`src/rtl/seg_display_scan_pkg.sv`:
```
// rtl/seg_display_scan_pkg.sv - shared display constants, slot index type and anode decode helper
// Exports:
//   SEG_OFF / AN_OFF : all-off (active-low) cathode and anode patterns
//   NUM_DIGITS       : digits on the display
//   SLOT_W           : width of the slot index
//   slot_idx_t       : slot index type
//   an_onehot_low()  : slot index to single active-low anode enable
package seg_display_scan_pkg;
  localparam logic [7:0] SEG_OFF    = 8'hFF;
  localparam logic [3:0] AN_OFF     = 4'hF;
  localparam int         NUM_DIGITS = 4;
  localparam int         SLOT_W     = 2;

  typedef logic [SLOT_W-1:0] slot_idx_t;

  function automatic logic [3:0] an_onehot_low(input slot_idx_t s);
    return ~(4'b0001 << s);
  endfunction
endpackage

```
`src/rtl/seg_scan_timer.sv`:
```
// rtl/seg_scan_timer.sv - digit slot timer: slot counter, slot index, blank flag, frame strobes
// Ports:
//   clk, rst_n   : clock, asynchronous active-low reset
//   slot         : current slot index (0 = ones .. 3 = thousands)
//   blank        : current cycle lies in the blank phase of its slot
//   slot_start   : current cycle is the first cycle of a slot
//   frame_start  : current cycle is the first cycle of slot 0
//   frame_end    : current cycle is the last cycle of slot 3
// Strobes describe the cycle ending at the next rising edge, so a register
// loaded from them takes effect exactly on that edge.
module seg_scan_timer
  import seg_display_scan_pkg::*;
#(
  parameter int SCAN_DIV     = 100000,
  parameter int BLANK_CYCLES = 1000
) (
  input  logic      clk,
  input  logic      rst_n,
  output slot_idx_t slot,
  output logic      blank,
  output logic      slot_start,
  output logic      frame_start,
  output logic      frame_end
);
  localparam int CW = $clog2(SCAN_DIV);

  logic [CW-1:0] cnt;

  always_ff @(posedge clk or negedge rst_n) begin
    if (!rst_n) begin
      cnt  <= '0;
      slot <= '0;
    end else if (cnt == CW'(SCAN_DIV - 1)) begin
      cnt  <= '0;
      slot <= slot + 1'b1;
    end else begin
      cnt <= cnt + 1'b1;
    end
  end

  assign blank       = (cnt < CW'(BLANK_CYCLES));
  assign slot_start  = (cnt == '0);
  assign frame_start = slot_start && (slot == '0);
  assign frame_end   = (cnt == CW'(SCAN_DIV - 1)) && (slot == slot_idx_t'(NUM_DIGITS - 1));
endmodule

```
`src/rtl/seg_display_scan.sv`:
```
// rtl/seg_display_scan.sv - four-digit multiplexed seven-segment driver with blanking, frame latch and blink
// Ports:
//   clk, rst_n                          : clock, asynchronous active-low reset
//   thousands/hundreds/tens/ones_segs   : active-low segment bytes, digits 3..0
//   blink_mask                          : bit i set makes digit i blink
//   seg                                 : registered active-low cathode bus
//   an                                  : registered active-low anode enables, an[0] = ones
//   frame_tick                          : one-cycle pulse following each frame start
module seg_display_scan
  import seg_display_scan_pkg::*;
#(
  parameter int SCAN_DIV     = 100000,
  parameter int BLANK_CYCLES = 1000,
  parameter int BLINK_FRAMES = 64
) (
  input  logic       clk,
  input  logic       rst_n,
  input  logic [7:0] thousands_segs,
  input  logic [7:0] hundreds_segs,
  input  logic [7:0] tens_segs,
  input  logic [7:0] ones_segs,
  input  logic [3:0] blink_mask,
  output logic [7:0] seg,
  output logic [3:0] an,
  output logic       frame_tick
);
  localparam int FW = (BLINK_FRAMES > 1) ? $clog2(BLINK_FRAMES) : 1;

  slot_idx_t     slot;
  logic          blank;
  logic          slot_start;
  logic          frame_start;
  logic          frame_end;

  logic [7:0]    shadow [NUM_DIGITS];
  logic [FW-1:0] frame_cnt;
  logic          blink_phase;
  logic          hide_q;

  seg_scan_timer #(
    .SCAN_DIV     (SCAN_DIV),
    .BLANK_CYCLES (BLANK_CYCLES)
  ) u_timer (
    .clk         (clk),
    .rst_n       (rst_n),
    .slot        (slot),
    .blank       (blank),
    .slot_start  (slot_start),
    .frame_start (frame_start),
    .frame_end   (frame_end)
  );

  always_ff @(posedge clk or negedge rst_n) begin
    if (!rst_n) begin
      an          <= AN_OFF;
      seg         <= SEG_OFF;
      frame_tick  <= 1'b0;
      for (int k = 0; k < NUM_DIGITS; k++) shadow[k] <= SEG_OFF;
      frame_cnt   <= '0;
      blink_phase <= 1'b0;
      hide_q      <= 1'b0;
    end else begin
      frame_tick <= frame_start;

      if (frame_start) begin
        shadow[0] <= ones_segs;
        shadow[1] <= tens_segs;
        shadow[2] <= hundreds_segs;
        shadow[3] <= thousands_segs;
      end

      // Toggling on the last edge of a frame makes the new phase visible
      // from the very first cycle of the next frame's slot 0.
      if (frame_end) begin
        if (frame_cnt == FW'(BLINK_FRAMES - 1)) begin
          frame_cnt   <= '0;
          blink_phase <= ~blink_phase;
        end else begin
          frame_cnt <= frame_cnt + 1'b1;
        end
      end

      // The blink decision is frozen for the whole slot; the slot's first
      // cycle is always blank, so the stale hide_q is never visible there.
      if (slot_start) hide_q <= blink_phase & blink_mask[slot];

      if (blank || hide_q) begin
        an  <= AN_OFF;
        seg <= SEG_OFF;
      end else begin
        an  <= an_onehot_low(slot);
        seg <= shadow[slot];
      end
    end
  end
endmodule

```
`config.mk`:
```
export PLATFORM = sky130hd
export DESIGN_NAME = seg_display_scan
export DESIGN_NICKNAME = d
export VERILOG_FILES = /design/src/rtl/seg_display_scan_pkg.sv /design/src/rtl/seg_scan_timer.sv /design/src/rtl/seg_display_scan.sv
export SDC_FILE = /design/constraint.sdc
export NUM_CORES = 1
export LEC_CHECK = 0
export ABC_AREA = 1
export CORE_MARGIN = 2
export CORE_UTILIZATION = 54
export CTS_BUF_LIST = sky130_fd_sc_hd__clkbuf_16
export DETAILED_ROUTE_END_ITERATION = 7
export GPL_TIMING_DRIVEN = 0
export PLACE_DENSITY = 0.79
export SLEW_MARGIN = 20
export SYNTH_ARGS = -nofsm -noshare
export SYNTH_HDL_FRONTEND = slang
export SYNTH_HIERARCHICAL = 1
export SYNTH_SLANG_ARGS = --single-unit
```
`constraint.sdc`:
```
create_clock -name clk -period 2.4 [get_ports clk]
set_input_delay 0.24 -clock clk [delete_from_list [all_inputs] [get_ports clk]]
set_output_delay 0.24 -clock clk [all_outputs]
set_load 0.03 [all_outputs]
```
-- Word level (Yosys, flattened, before mapping)
Index checks and enable logic that the tools add are counted.
- word-level logic and storage cells: 41
- output and inout port bits: 13
- bits in registers: 72
- bits of input ports: 38
- bitwise gates (word level): 4
- $lt $le $gt $ge: 3
- multiplexer cells: 9
- add/sub/neg operators: 3
- reduce and logical (&&, ||, !) cells: 6
- shifts and indexed selects: 1
- equality and inequality tests: 3
- operator list (kind ; count):
    $mux W8 ; 3
    $add A17 B1 Y17 const B ; 1
    $eq A17 B17 Y1 const B ; 1
    $logic_not A17 Y1 ; 1
    $lt A17 B10 Y1 const B ; 1
    $mux W17 ; 1
    $bmux W8 S2 ; 1
    $add A6 B1 Y6 const B ; 1
    $eq A6 B6 Y1 const B ; 1
    $mux W6 ; 1
    $mux W4 ; 1
    $not A4 Y4 ; 1
    $shl A1 B2 Y4 const A ; 1
    $ge A3 B3 Y1 const B ; 1
    $lt A2 B3 Y1 const B ; 1
    $not A2 Y3 ; 1
    $add A2 B1 Y2 const B ; 1
    $bmux W1 S2 ; 1
    $eq A2 B2 Y1 const B ; 1
    $logic_and A1 B1 Y1 ; 2
    $logic_not A2 Y1 ; 1
    $reduce_and A2 Y1 ; 1
    $and A1 B1 Y1 ; 1
    $logic_or A1 B1 Y1 ; 1
    2 further kinds ; 2

-- Depth between registers and ports, before layout
Gate-level depths: netlist of run 1.
- depth in word-level cells: 5
- gate-level depth with buffers: 12
- mapped depth without buffers: 12

-- Cells and area by module
Netlist of run 1, hierarchy kept.
- modules (own cells, without submodules) (module ; instances ; area each (um2) ; seq. area each (um2) ; cells each):
    seg_display_scan ; 1 ; 2372.3 ; 1381.3 ; 187
    seg_scan_timer ; 1 ; 1168.6 ; 475.5 ; 175

-- Least setup slack after synthesis of run 1
No wires, ideal clock.
- path type: flip-flop to flip-flop
- start: register u_timer.cnt[0]
- end: register blink_phase
- required time: 2.277 ns
- path slack: 0.651 ns
- period minus slack after synthesis: 1.749 ns
- path buffers: 0
- setup time: 0.123 ns
- arrival time: 1.626 ns
- cell stages (with the launch flop): 12
- path through: dfrtp_1 -> ha_1 -> nand2_1 -> inv_1 -> nand2_2 -> nor2_1 -> nand2_1 -> nor2_1 -> nand2_1 -> nor2_1 -> nand2_1 -> xnor2_1
- word-level cells in the longest chain between the ends: 3
- ends and longest elaborated chain (element ; RTL line ; RTL):
    start, declared ; seg_scan_timer.sv:27 ; logic [CW-1:0] cnt;
    start signal, assigned ; seg_scan_timer.sv:37 ; cnt <= cnt + 1'b1;
    $eq A17 B17 Y1 ; seg_scan_timer.sv:44 ; assign frame_end = (cnt == CW'(SCAN_DIV - 1)) && (slot == slot_idx_t'(NUM_DIGITS - 1));
    $logic_and A1 B1 Y1 ; seg_scan_timer.sv:44 ;
    net frame_end ; seg_display_scan.sv:33 ; logic frame_end;
    $reduce_and A2 Y1 (no line) ; - ;
    end signal, assigned ; seg_display_scan.sv:77 ; blink_phase <= ~blink_phase;
    end, declared ; seg_display_scan.sv:37 ; logic blink_phase;
The timed path passes the listed nets, and every way through them passes these cells.
A chain may end at the register's enable or synchronous reset.

-- Final worst setup path of run 1
Same ends and word-level chain as after synthesis.

==> flow_summary.ini, run 1 <==
[clock_network]
ctsLongestPathBuffers = 2
clkTransAtPathRegs_ns = 0.05
cts_tree = yes
htreeDepth = 3
cts_buffers = 9
clkLatencyLatePin_ns = 0.33
cts_setup_buffers = 0
ctsRootBufferMaster = clkbuf_16
clock_sinks = 72

[final_layout]
drive_gt1_frac = 0.258
antennaDiodeCount = 0
fin_nets = 468
area_growth_pct = 25.7

[timing]
period_needed_ns = 2.07
grt_setup_unrepaired = no
setup_viol = 0
worstMarginPinSlew_ns = 0.454
finalSetupTns_ns = 0
drv_slew = 0
fmax_mhz = 482
fin_crit_sh = 0.864
maxSlewHeadroom = 0.697
finalClockSkew_ns = 0.00644
finalHoldViolations = 0

[logic_synthesis]
ys_top_cells_by_count = nand2_1 (97), dfstp_2 (44), inv_1 (43)
synth_edf_count = 0
yosysMostFrequentCell = nand2_1
syn_nets = 405
ys_types = 25
ys_warn_count = 6
synth_area_leaders = dfstp_2 (33%), dfrtp_1 (20%), mux2_4 (13%)
synth_area_sq_um = 3540
ys_ff_latch = 72
seq_area_frac_synth = 0.524
synthArstFlopShare = 1.00
yosysTopAreaCell = dfstp_2
netlist.area_leader.share = 0.327
avgSynthCellArea_sq_um = 9.78
syn_inst = 362
synth_top_flop_cell = dfstp_2

[placement]
io_buffer_count = 50
place_hpwl_um = 5060
routabilityCongestion = 0.835

[pwr]
powerDensity_nw_per_um2 = 602
p_leak_nw = 2.05
total_power_mw = 2.68
peakVddDrop_mv = 0.686

[routing]
firstDrtPassIters = 4
drtIter0Drc = 146
top_layer = met4
drc_errors = 0
routed-wl-met2_um = 3570
final_antenna_net_count = 0
wl_per_cell_um = 14.1
dr_wl_met3_um = 329
viasPerCell = 5.21
vias = 2644
wirelength_met1_um = 3130
wl_um = 7160

[setup_path]
ff2ff_setup_slack_ns = 0.33
r2r-end = blink_phase
crit_arrival_ns = 2.28
criticalPathCategory = reg -> reg
crit_path_start = u_timer/cnt[0]
end_kind = flop
ff2ff_path_depth = 11
r2r-start = u_timer/cnt[0]
cp.required_ns = 2.61
critPathLaunchType = flop
cp_max_fo = 5

[run_status]
status = finished, final reports clean

[global_route]
globalRouteTotalUtil = 0.212
grt_max_degree = 38
antenna_found_initial = 0
grt_pass1_wl_um = 12000
gr-total-overflow = 0
grt_pass1_vias = 2594

[flow_run]
cap_viol_max_count = 0

[worst_hold_path]
min_path_type = in -> async

[floorplan]
start_util = 0.558
die-area_sq_um = 7220
die_y_um = 85.0
core_region_area_sq_um = 6350
io_pins = 51
die_w_um = 85.0
row_count = 29
critical path, cell delays in order (launching register included):
cell     delay, ns
dfrtp_1       0.39
ha_1          0.20
nand2_1       0.06
inv_1         0.13
nand2_2       0.10
nor2_1        0.13
nand2_1       0.17
nor2_2        0.20
nand2_1       0.12
nor2_1        0.16
nand2_1       0.14
xnor2_1       0.16
registers in the layout, summed over array words and instances, names as in the netlist:
register and cells:
frame_cnt 6, seg 8, shadow 32, blink_phase 1, hide_q 1, frame_tick 1, u_timer/cnt 17, u_timer/slot 2
an 4
worst max path at each step:
stage	end	slack, ns	cells after the start
4_1_cts	blink_phase	0.22	11
6_report	blink_phase	0.33	11
3_3_place_gp	u_timer/slot[0]	-1.21	1
5_1_grt	blink_phase	0.07	11
2_1_floorplan	blink_phase	0.65	11
3_5_place_dp	blink_phase	0.25	11
metal layers:
layer,vias to the layer above,track usage
met5,-,0
met4,0,0.0693
met3,13,0.0447
met2,78,0.358
met1,1276,0.273
li1,1277,-
kinds of logic (layout without fill, tap and decap cells):
kind of cell | count (synthesis) | after routing | synth area share
AOI/OAI and AO/OA | 18 | 18 | 0.0269
xor gates and xnor gates | 6 | 6 | 0.0148
adders and majority gates | 5 | 5 | 0.0177
buffers and inverters | 52 | 120 | 0.0661
DFF | 72 | 72 | 0.524
muxes | 33 | 33 | 0.137
and+or+nand+nor | 176 | 176 | 0.213
placed cells by master (no fill, tap or decap), types with 10 or more instances in the layout:
cell             count
a21oi_1             13
clkbuf_16           10
clkdlybuf4s50_1     49
dfrtp_1             28
dfstp_2             44
inv_1               44
mux2_4              30
nand2_1             97
nand3_1             11
nand4_1             15
nor2_1              41
cell type report:
class	instances	area [sq um]
inverters	47	178
clock buffers	10	250
multi-input cells	238	1450
flip-flops and latches	72	1860
fillers	463	1900
plain buffers	5	56.3
clock inverters	6	32.5
well taps	77	96.3
repair buffers	52	528
report_power, final:
group	internal (mW)	total, mW	switching (mW)
clock network	0.753	1.26	0.509
logic	0.0913	0.133	0.0416
registers	1.27	1.28	0.0166
per-stage QoR:
step | worst slack (ns) | instances | cell area, sq um | hold WS [ns] | util
final | 0.326 | 507 | 4450 | 0.401 | 0.701
after global routing | 0.0669 | 507 | 4450 | 0.448 | 0.701
after CTS | 0.218 | 507 | 4450 | 0.425 | 0.700
after detailed placement | 0.250 | 490 | 4160 | 0.220 | 0.654
after global placement | -1.21 | 489 | 4140 | 0.468 | 0.652
after floorplan | 0.651 | 362 | 3540 | -0.0556 | -
repair_timing:
action,in CTS,in global routing
hold endpoints to repair,9,0
endpoints found under the setup margin,0,1
gates resized for setup,0,1
hold buffers,1,0
(Power assumes the default switching activity.)
==> run 2, diff against run 1 <==
Settings changed: SLEW_MARGIN 20 to 15.
==> results of run 2 <==
No change in the layout: final DEF, timing and power equal those of run 1.
